## src/rtl/battlefield_pkg.sv

```systemverilog
// ---------------------------------------------------------------------------
// battlefield_pkg
// Shared definitions for the 16x12 battlefield grid (40-pixel blocks on a
// 640x480 screen). Used by the bullet launcher and by any other block that
// places objects on the grid.
//   - grid geometry constants
//   - rgb444_t   : 12-bit RGB444 colour, 12'd0 means "nothing drawn"
//   - grid_idx_t : 4-bit grid column/row index
//   - bullet_t   : one bullet slot (colour, column, row)
// ---------------------------------------------------------------------------
package battlefield_pkg;

    localparam int GRID_COLS  = 16;
    localparam int GRID_ROWS  = 12;
    localparam int BSIZE      = 40;
    localparam int HOME_COL   = 0;
    localparam int PLAYER_COL = 1;

    typedef logic [11:0] rgb444_t;
    typedef logic [3:0]  grid_idx_t;

    typedef struct packed {
        rgb444_t   color;
        grid_idx_t x;
        grid_idx_t y;
    } bullet_t;

    // A colour of zero marks an empty slot; graphics_generator gates on it.
    localparam rgb444_t   COLOR_NONE = 12'd0;
    localparam grid_idx_t MAX_ROW    = 4'(GRID_ROWS - 1);

    function automatic logic slot_active(input bullet_t b);
        return (b.color != COLOR_NONE);
    endfunction

endpackage

```

## src/rtl/tick_divider.sv

```systemverilog
// ---------------------------------------------------------------------------
// tick_divider
// Free-running divider producing a one-cycle strobe every TICK_DIV clocks.
// The counter runs 0..TICK_DIV-1; move_tick is high for the single cycle in
// which the counter has just wrapped back to 0. Shared with the DDAVER
// advance logic.
// Ports:
//   clk       in   system clock
//   rst       in   asynchronous, active-high reset
//   move_tick out  registered one-cycle movement strobe
// ---------------------------------------------------------------------------
module tick_divider #(
    parameter int TICK_DIV = 3_125_000
) (
    input  logic clk,
    input  logic rst,
    output logic move_tick
);

    localparam int CNT_W = (TICK_DIV > 1) ? $clog2(TICK_DIV) : 1;
    localparam logic [CNT_W-1:0] CNT_LAST = CNT_W'(TICK_DIV - 1);
    localparam logic [CNT_W-1:0] CNT_ONE  = CNT_W'(1);

    logic [CNT_W-1:0] count_r;

    // Divider counter and wrap strobe
    always_ff @(posedge clk or posedge rst) begin
        if (rst) begin
            count_r   <= '0;
            move_tick <= 1'b0;
        end else if (count_r == CNT_LAST) begin
            count_r   <= '0;
            move_tick <= 1'b1;
        end else begin
            count_r   <= count_r + CNT_ONE;
            move_tick <= 1'b0;
        end
    end

endmodule

```

## src/rtl/bullet_bill_launcher.sv

```systemverilog
// ---------------------------------------------------------------------------
// bullet_bill_launcher
// Owns the BulletBill slots on the battlefield grid. Accepts fire requests,
// spawns a bullet in the column right of Blockieee, advances live bullets one
// column per movement tick, and retires them at the right edge or on a
// collision kill. The slot arrays feed graphics_generator directly.
// Ports:
//   clk          in   system clock
//   rst          in   asynchronous, active-high reset
//   fire_req     in   level fire request, held until fire_ack
//   fire_color   in   RGB444 colour of the requested bullet
//   player_row   in   current Blockieee row (0..11 valid)
//   kill_valid   in   one-cycle collision kill strobe
//   kill_slot    in   slot to clear when kill_valid
//   fire_ack     out  one-cycle pulse, request accepted (registered)
//   bullet_color out  per-slot colour, slot i at [12*i +: 12], 0 = empty
//   bullet_x     out  per-slot column, slot i at [4*i +: 4]
//   bullet_y     out  per-slot row,    slot i at [4*i +: 4]
//   slots_full   out  every slot active (combinational from slot state)
//   move_tick    out  one-cycle strobe, bullets advance on this cycle's edge
// ---------------------------------------------------------------------------
module bullet_bill_launcher
    import battlefield_pkg::*;
#(
    parameter int NUM_BULLETS    = 3,
    parameter int TICK_DIV       = 3_125_000,
    parameter int COOLDOWN_TICKS = 2,
    parameter int SPAWN_COL      = PLAYER_COL + 1,
    parameter int LAST_COL       = GRID_COLS - 1
) (
    input  logic                      clk,
    input  logic                      rst,
    input  logic                      fire_req,
    input  logic [11:0]               fire_color,
    input  logic [3:0]                player_row,
    input  logic                      kill_valid,
    input  logic [1:0]                kill_slot,
    output logic                      fire_ack,
    output logic [12*NUM_BULLETS-1:0] bullet_color,
    output logic [4*NUM_BULLETS-1:0]  bullet_x,
    output logic [4*NUM_BULLETS-1:0]  bullet_y,
    output logic                      slots_full,
    output logic                      move_tick
);

    localparam int IDX_W = (NUM_BULLETS > 1) ? $clog2(NUM_BULLETS) : 1;
    localparam int CD_W  = (COOLDOWN_TICKS > 0) ? $clog2(COOLDOWN_TICKS + 1) : 1;

    localparam logic [0:0] ST_READY    = 1'b0;
    localparam logic [0:0] ST_COOLDOWN = 1'b1;

    localparam grid_idx_t       SPAWN_X = grid_idx_t'(SPAWN_COL);
    localparam grid_idx_t       LAST_X  = grid_idx_t'(LAST_COL);
    localparam logic [CD_W-1:0] CD_LOAD = CD_W'(COOLDOWN_TICKS);
    localparam logic [CD_W-1:0] CD_ONE  = CD_W'(1);

    bullet_t                slot_r [NUM_BULLETS];
    bullet_t                slot_s [NUM_BULLETS];
    logic [NUM_BULLETS-1:0] active_s;
    logic [NUM_BULLETS-1:0] kill_hit_s;
    logic [NUM_BULLETS-1:0] take_s;
    logic                   free_found_s;
    logic [IDX_W-1:0]       free_idx_s;
    logic                   color_ok_s;
    logic                   row_ok_s;
    logic                   accept_s;
    logic [0:0]             state_r;
    logic [0:0]             state_s;
    logic [CD_W-1:0]        cooldown_r;
    logic [CD_W-1:0]        cooldown_s;

    tick_divider #(
        .TICK_DIV (TICK_DIV)
    ) u_tick_divider (
        .clk       (clk),
        .rst       (rst),
        .move_tick (move_tick)
    );

    // Per-slot activity and kill decode; an out-of-range or empty target
    // matches no slot and is therefore ignored.
    always_comb begin
        active_s   = '0;
        kill_hit_s = '0;
        for (int i = 0; i < NUM_BULLETS; i++) begin
            active_s[i]   = slot_active(slot_r[i]);
            kill_hit_s[i] = kill_valid && (int'(kill_slot) == i) && active_s[i];
        end
    end

    // Lowest-index free slot, judged on the registered (pre-kill) state so a
    // slot being killed this cycle is not reused until the next one.
    always_comb begin
        take_s       = '0;
        free_found_s = 1'b0;
        free_idx_s   = '0;
        for (int i = 0; i < NUM_BULLETS; i++) begin
            take_s[i]    = !free_found_s && !active_s[i];
            free_idx_s   = take_s[i] ? IDX_W'(i) : free_idx_s;
            free_found_s = free_found_s | take_s[i];
        end
    end

    assign color_ok_s = (fire_color != COLOR_NONE);
    assign row_ok_s   = (player_row <= MAX_ROW);
    assign accept_s   = (state_r == ST_READY) && fire_req && color_ok_s
                        && row_ok_s && free_found_s;
    assign slots_full = &active_s;

    // Next slot contents: spawn beats kill beats movement. The spawned slot
    // was free, so a spawn and a kill can never target the same slot.
    always_comb begin
        for (int i = 0; i < NUM_BULLETS; i++) begin
            slot_s[i] = slot_r[i];
            if (accept_s && (free_idx_s == IDX_W'(i))) begin
                slot_s[i].color = fire_color;
                slot_s[i].x     = SPAWN_X;
                slot_s[i].y     = player_row;
            end else if (kill_hit_s[i]) begin
                slot_s[i].color = COLOR_NONE;
            end else if (move_tick && active_s[i]) begin
                if (slot_r[i].x == LAST_X) begin
                    // Retire in place; x/y stay stale behind a zero colour.
                    slot_s[i].color = COLOR_NONE;
                end else begin
                    slot_s[i].x = slot_r[i].x + 4'd1;
                end
            end else begin
                slot_s[i] = slot_r[i];
            end
        end
    end

    // Fire FSM: READY accepts, COOLDOWN counts movement ticks back to READY.
    always_comb begin
        state_s    = state_r;
        cooldown_s = cooldown_r;
        case (state_r)
            ST_READY: begin
                if (accept_s) begin
                    cooldown_s = CD_LOAD;
                    // A zero cooldown never leaves READY.
                    state_s    = (COOLDOWN_TICKS == 0) ? ST_READY : ST_COOLDOWN;
                end else begin
                    state_s = ST_READY;
                end
            end
            ST_COOLDOWN: begin
                if (move_tick) begin
                    if (cooldown_r <= CD_ONE) begin
                        cooldown_s = '0;
                        state_s    = ST_READY;
                    end else begin
                        cooldown_s = cooldown_r - CD_ONE;
                    end
                end else begin
                    cooldown_s = cooldown_r;
                end
            end
            default: begin
                state_s    = ST_READY;
                cooldown_s = '0;
            end
        endcase
    end

    // Slot array, FSM state and acknowledge registers
    always_ff @(posedge clk or posedge rst) begin
        if (rst) begin
            for (int i = 0; i < NUM_BULLETS; i++) begin
                slot_r[i] <= '0;
            end
            state_r    <= ST_READY;
            cooldown_r <= '0;
            fire_ack   <= 1'b0;
        end else begin
            for (int i = 0; i < NUM_BULLETS; i++) begin
                slot_r[i] <= slot_s[i];
            end
            state_r    <= state_s;
            cooldown_r <= cooldown_s;
            fire_ack   <= accept_s;
        end
    end

    for (genvar g = 0; g < NUM_BULLETS; g++) begin : g_out
        assign bullet_color[12*g +: 12] = slot_r[g].color;
        assign bullet_x[4*g +: 4]       = slot_r[g].x;
        assign bullet_y[4*g +: 4]       = slot_r[g].y;
    end

endmodule

```

## config.mk

```make
export PLATFORM = sky130hd
export DESIGN_NAME = bullet_bill_launcher
export DESIGN_NICKNAME = d
export VERILOG_FILES = /design/src/rtl/battlefield_pkg.sv /design/src/rtl/tick_divider.sv /design/src/rtl/bullet_bill_launcher.sv
export SDC_FILE = /design/constraint.sdc
export NUM_CORES = 1
export LEC_CHECK = 0
export CAP_MARGIN = 20
export CORE_ASPECT_RATIO = 0.6
export CORE_MARGIN = 2
export CORE_UTILIZATION = 46
export DETAILED_ROUTE_END_ITERATION = 10
export HOLD_SLACK_MARGIN = 0.02
export PLACE_DENSITY = 0.78
export SLEW_MARGIN = 40
export SYNTH_ARGS = -nofsm -noshare
export SYNTH_HDL_FRONTEND = slang
export SYNTH_HIERARCHICAL = 1
export SYNTH_SLANG_ARGS = --single-unit
```

## constraint.sdc

```tcl
create_clock -name clk -period 1.9 [get_ports clk]
set_clock_uncertainty 0.2 [all_clocks]
set_input_delay 0.19 -clock clk [delete_from_list [all_inputs] [get_ports clk]]
set_output_delay 0.19 -clock clk [all_outputs]
set_load 0.005 [all_outputs]
```

# Yosys cells after proc, flatten, opt, wreduce, memory -nomap -nowiden
# Cells that the tools add are included.
word_totals:
  output_inout_bits: 63
  regBits: 87
op_classes:
  reduce_logical: 45
  muxes: 30
  n_eq_ne: 16
  addsub: 5
  bitwise_logic: 3
  magnitude_cmp: 2
op_table:
  columns: ["op", "n"]
  rows:
  - ["two-way mux 12 bit", 6]
  - ["two-way mux 20 bit", 3]
  - ["two-way mux 16 bit", 3]
  - ["nonzero test 12 bit", 4]
  - ["two-way mux 8 bit", 3]
  - ["adder 22 x 1 -> 22 bit, second input constant", 1]
  - ["equality test 22 bit, second input constant", 1]
  - ["two-way mux 22 bit", 1]
  - ["logical AND 1 bit", 18]
  - ["nonzero test 3 bit", 6]
  - ["adder 4 x 1 -> 4 bit, second input constant", 3]
  - ["equality test 4 bit, second input constant", 3]
  - ["two-way mux 4 bit", 3]
  - ["AND reduction 3 bit", 4]
  - ["two-way mux 2 bit", 4]
  - ["inequality test 2 x 1 -> 1 bit, second input constant", 4]
  - ["inequality test 2 bit, second input constant", 4]
  - ["AND reduction 2 bit", 4]
  - ["equality test 2 bit, second input constant", 3]
  - ["nonzero test 2 bit", 3]
  - ["two-way mux 1 bit", 5]
  - ["<= comparator 4 bit, second input constant", 1]
  - ["zero test 1 bit", 4]
  - ["zero test 2 bit", 2]
  - ["other kinds (7)", 8]

# Logic depth before layout (Yosys ltp)
depth:
  word_depth: 11
  depth_mapped: 6

# Cells and area by module
# The synthesis kept the hierarchy.
modules_own_cells:
  columns: ["module", "instances", "area_each_um2", "seq_area_each_um2", "cells_per_inst"]
  rows:
  - ["bullet_bill_launcher", 1, 2748.9, 1601.5, 213]
  - ["tick_divider", 1, 1144.8, 575.6, 113]

# Least setup slack after synthesis
# No wires, ideal clock.
synth_timing:
  path_kind: "reg2reg"
  startpoint: "register u_tick_divider.count_r[0]"
  endpoint: "register u_tick_divider.count_r[16]"
  path_slack_ps: 35
  t_arrival_ps: 1587
  synth_period_minus_slack_ps: 1865
  required_time_ps: 1623
  path_stages_with_launch: 6
  cell_sequence: "dfrtp_1 -> ha_1 -> nand3_1 -> or4_1 -> or3_1 -> a21oi_1"
synth_via:
  elab_chain_len: 2
  word_cells_on_any_way: 3
  cone_classes: "1 x add/sub; 1 x eq/ne; 1 x mux"
synth_rtl:
  columns: ["element", "line_no", "rtl"]
  rows:
  - ["start: declaration", "tick_divider.sv:24", "logic [CNT_W-1:0] count_r;"]
  - ["start signal: assignment", "tick_divider.sv:35", "count_r <= count_r + CNT_ONE;"]
  - ["adder 22 x 1 -> 22 bit or equality test 22 bit (tied branches)", "tick_divider.sv:35, tick_divider.sv:31", null]
  - ["two-way mux 22 bit *", "tick_divider.sv:31", "end else if (count_r == CNT_LAST) begin"]
# Mark *: on every way between the ends. The rest lies on a longest branch, timed or not.
# A chain may end at the register's enable or synchronous reset.

# Final worst setup path
layout_timing:
  startpoint: "register slot_r (netlist bit bullet_color[9])"
  endpoint: "output slots_full"
layout_via:
  elab_chain_len: 2
layout_rtl:
  columns: ["element", "line_no", "rtl"]
  rows:
  - ["start: declaration", "bullet_bill_launcher.sv:57", "bullet_t slot_r [NUM_BULLETS];"]
  - ["start signal: indexed assignment", "bullet_bill_launcher.sv:178", "slot_r[i] <= slot_s[i];"]
  - ["nonzero test 12 bit", "battlefield_pkg.sv:33", "return (b.color != COLOR_NONE);"]
  - ["AND reduction 3 bit", "bullet_bill_launcher.sv:108", "assign slots_full = &active_s;"]
  - ["end: declaration", "bullet_bill_launcher.sv:42", "output logic slots_full,"]
# No other way between the ends.

==> impl_metrics.json <==
{
  "syn-num-nets": 353,
  "syn_to_final_growth_pct": 67.3,
  "synth.distinct_cells": 51,
  "synth.largest_area_cell": "dfrtp_1",
  "crit_path_cell_trace": "nor4_4, nand3_2, and3_4, buf_6",
  "track_usage_pct": 30.7,
  "avgSynthCellArea_um2": 11.9,
  "synth_xor_xnor_area_share_pct": 4.72,
  "portBuffers": 84,
  "wl_um": 15900,
  "drtAntennaViolNets": 0,
  "synthCells": 326,
  "ff2ff_setup_slack_ns": -0.21,
  "rsz0062_at_grt": "true",
  "crit_end": "slots_full",
  "yosys_warnings": 6,
  "cts_tree": "built",
  "finalHoldViolations": 0,
  "finalCritPeriodShare_pct": 114,
  "worst_r2r_path_depth": 6,
  "via_per_inst": 6.44,
  "drv_slew": 0,
  "hpwlAfterDp_um": 8670,
  "die_h_um": 75.3,
  "num_vias": 4109,
  "die_w_um": 123,
  "first_global_vias": 3725,
  "synth_top_family_by_area": "simple AND/OR/NAND/NOR gates",
  "drive_above_1_share_pct": 38.5,
  "grt_first_pass_wirelength_um": 20600,
  "clockRootBuffer": "clkbuf_16",
  "crit-reg2reg-launch": "bullet_color[9]",
  "period_needed_ns": 2.16,
  "grt_overflow": 0,
  "first_pass_iters": 6,
  "slowest_delay_ns": 0.42,
  "ys_ff_latch": 87,
  "grt_start_max_net_pins": 65,
  "violations": "setup timing",
  "synth_compound_area_share_pct": 12.1,
  "antenna_found_initial": 0,
  "crit_path_start_kind": "register",
  "fp-row-count": 25,
  "worstMarginPinSlew_ns": 0.413,
  "synthAdderAreaFrac_pct": 1.61,
  "fin_nets": 552,
  "ios": 85,
  "routedWlPerCell_um": 25.0,
  "setup_violations": 74,
  "crit_slowest_cell": "nor4_4",
  "cts_buffer_depth": 2,
  "cts.sinks": 87,
  "fmax_mhz": 463,
  "core_area_um2": 8040,
  "start_util_pct": 48.4,
  "critical_path_buf_inv_count": 1,
  "power_density_nw_per_um2": 709,
  "crit_start": "bullet_color[9]",
  "worstPathArrival_ns": 1.77,
  "criticalPathCategory": "reg2out",
  "clk_latency_ns": 0.35,
  "hp-class": "in2reg",
  "syn_area_um2": 3890,
  "drv_cap": 0,
  "clk_pin_slew_worst_paths_ns": 0.07,
  "design_area_um2": 6510,
  "crit_cells": 4,
  "crit_path_max_fanout": 4,
  "synth_top_area_share_pct": 55.9,
  "max-vdd-ir-drop_mv": 0.531,
  "cp.required_ns": 1.51,
  "dpl_cell_area_um2": 5540,
  "setup_tns_ns": -8.18,
  "end_kind": "output pin",
  "slew_headroom_pct": 72.2,
  "drcViolationCount": 0,
  "synthSimpleGateAreaFrac_pct": 18.6,
  "antenna_cells": 0,
  "reg2reg_to": "bullet_y[3]",
  "gp_congestion": 0.866,
  "power_mw": 4.61,
  "critPathTopFamily": "simple AND/OR/NAND/NOR gates",
  "numCtsBuffers": 9,
  "muxShareOfSynthArea_pct": 4.50,
  "fp.dieArea_um2": 9240,
  "cts_max_level": 3,
  "status": "complete, but fails checks",
  "hold_ws_ns": 0.0737,
  "power.static_leakage_nw": 3.05,
  "layout_setup_ws_ns": -0.258,
  "yosys-top-cells-area": "dfrtp_1 (56%), a22o_1 (8.1%), mux2_4 (3.1%)",
  "drtIter0Drc": 545,
  "seq_area_frac_synth_pct": 55.9
}
[through the flow]
step | setup slack (ns) | util (%) | std cells
2_1_floorplan | 0.0352 | - | 326
6_report | -0.258 | 81.0 | 638
4_1_cts | -0.180 | 75.9 | 622
5_1_grt | -0.301 | 81.0 | 638
3_5_place_dp | -0.367 | 68.9 | 598
3_3_place_gp | -0.298 | 68.9 | 598
[cell usage after synthesis (all sizes together)]
cell,n
a31oi,2
or3,3
a21oi,6
or3b,1
mux2i,1
nor4bb,2
nand4b,1
and4,4
nand4,11
inv,6
o31ai,1
mux2,12
a41o,1
buf,10
xor2,9
a311o,1
nand2,16
and3b,2
and2,3
o2bb2ai,1
clkbuf,3
nand2b,1
o21ai,7
a211oi,1
ha,5
nor3,4
nor2b,2
a2bb2oi,2
a22o,36
or2,1
nand3,17
nor4b,2
and3,9
or4,3
dfrtp,87
nor2,26
nor4,13
a21boi,1
a211o,1
xnor2,12
[worst min path at each step]
| stage | endpoint | startpoint | cells after the start | slack [ns] |
|---|---|---|---|---|
| after floorplan | u_tick_divider/count_r[0] | rst | 1 | -0.008 |
| after global placement | bullet_y[2] | bullet_y[2] | 1 | 0.27 |
| after detailed placement | bullet_y[2] | bullet_y[2] | 1 | 0.28 |
| after CTS | u_tick_divider/count_r[15] | rst | 3 | 0.10 |
| after global routing | bullet_color[26] | fire_color[2] | 3 | 0.08 |
| final | bullet_color[26] | fire_color[2] | 3 | 0.07 |
[cells in the final DEF (no fill, tap or decap), types with 9 or more instances in the layout]
| master | instances |
|---|---|
| clkbuf_16 | 11 |
| nand3_1 | 12 |
| buf_6 | 16 |
| nand2_1 | 14 |
| nor2_1 | 20 |
| mux2_4 | 12 |
| a22o_1 | 36 |
| dfrtp_1 | 83 |
| clkdlybuf4s50_1 | 78 |
| buf_4 | 94 |
| xnor2_1 | 10 |
| nand4_1 | 9 |
[sequential cells by signal (all words and copies together), names as in the netlist]
name / cells
u_tick_divider/move_tick: 1
u_tick_divider/count_r: 22
state_r: 1
bullet_x: 12
bullet_y: 12
bullet_color: 36
fire_ack: 1
cooldown_r: 2
[worst min-delay path: stages]
cell	delay (ns)
dlymetal6s2s_1	0.13
buf_4	0.16
a22o_1	0.12
[cell families after synthesis]
logic type / after synthesis
DFF: 87
adders and majority gates: 5
muxes: 13
and+or+nand+nor: 121
AOI/OAI and AO/OA: 60
xor gates and xnor gates: 21
buffers and inverters: 19
[power by group]
| part | switching, mW | total [mW] | internal (mW) |
|---|---|---|---|
| Combinational | 0.381 | 0.839 | 0.458 |
| Clock | 0.818 | 1.84 | 1.02 |
| Sequential | 0.0447 | 1.94 | 1.89 |
| Total | 1.24 | 4.61 | 3.37 |
[area by class of cell]
cell class / count / area [µm²]
fillers: 370 / 1530
well taps: 108 / 135
clock buffers: 9 / 225
repair buffers: 201 / 1910
multi-input cells: 220 / 1970
flip-flops and latches: 87 / 2180
inverters: 6 / 26.3
clock inverters: 7 / 71.3
[per-layer routing]
layer | part of all wire (%) | track usage (%)
met1 | 39 | 43.3
met2 | 45 | 45.9
met3 | 12 | 9.85
met4 | 4.2 | 9.32
met5 | 0 | 0
[what timing repair did]
item | in CTS | in global routing
gates cloned | 1 | 3
buffers inserted | 9 | 14
setup endpoints to repair | 75 | 81
hold endpoints to repair | 0 | 0
pin swaps | 18 | 34
gates resized for setup | 42 | 59
hold buffers | 0 | 0
Note: power is estimated with default switching activity, not from simulation.
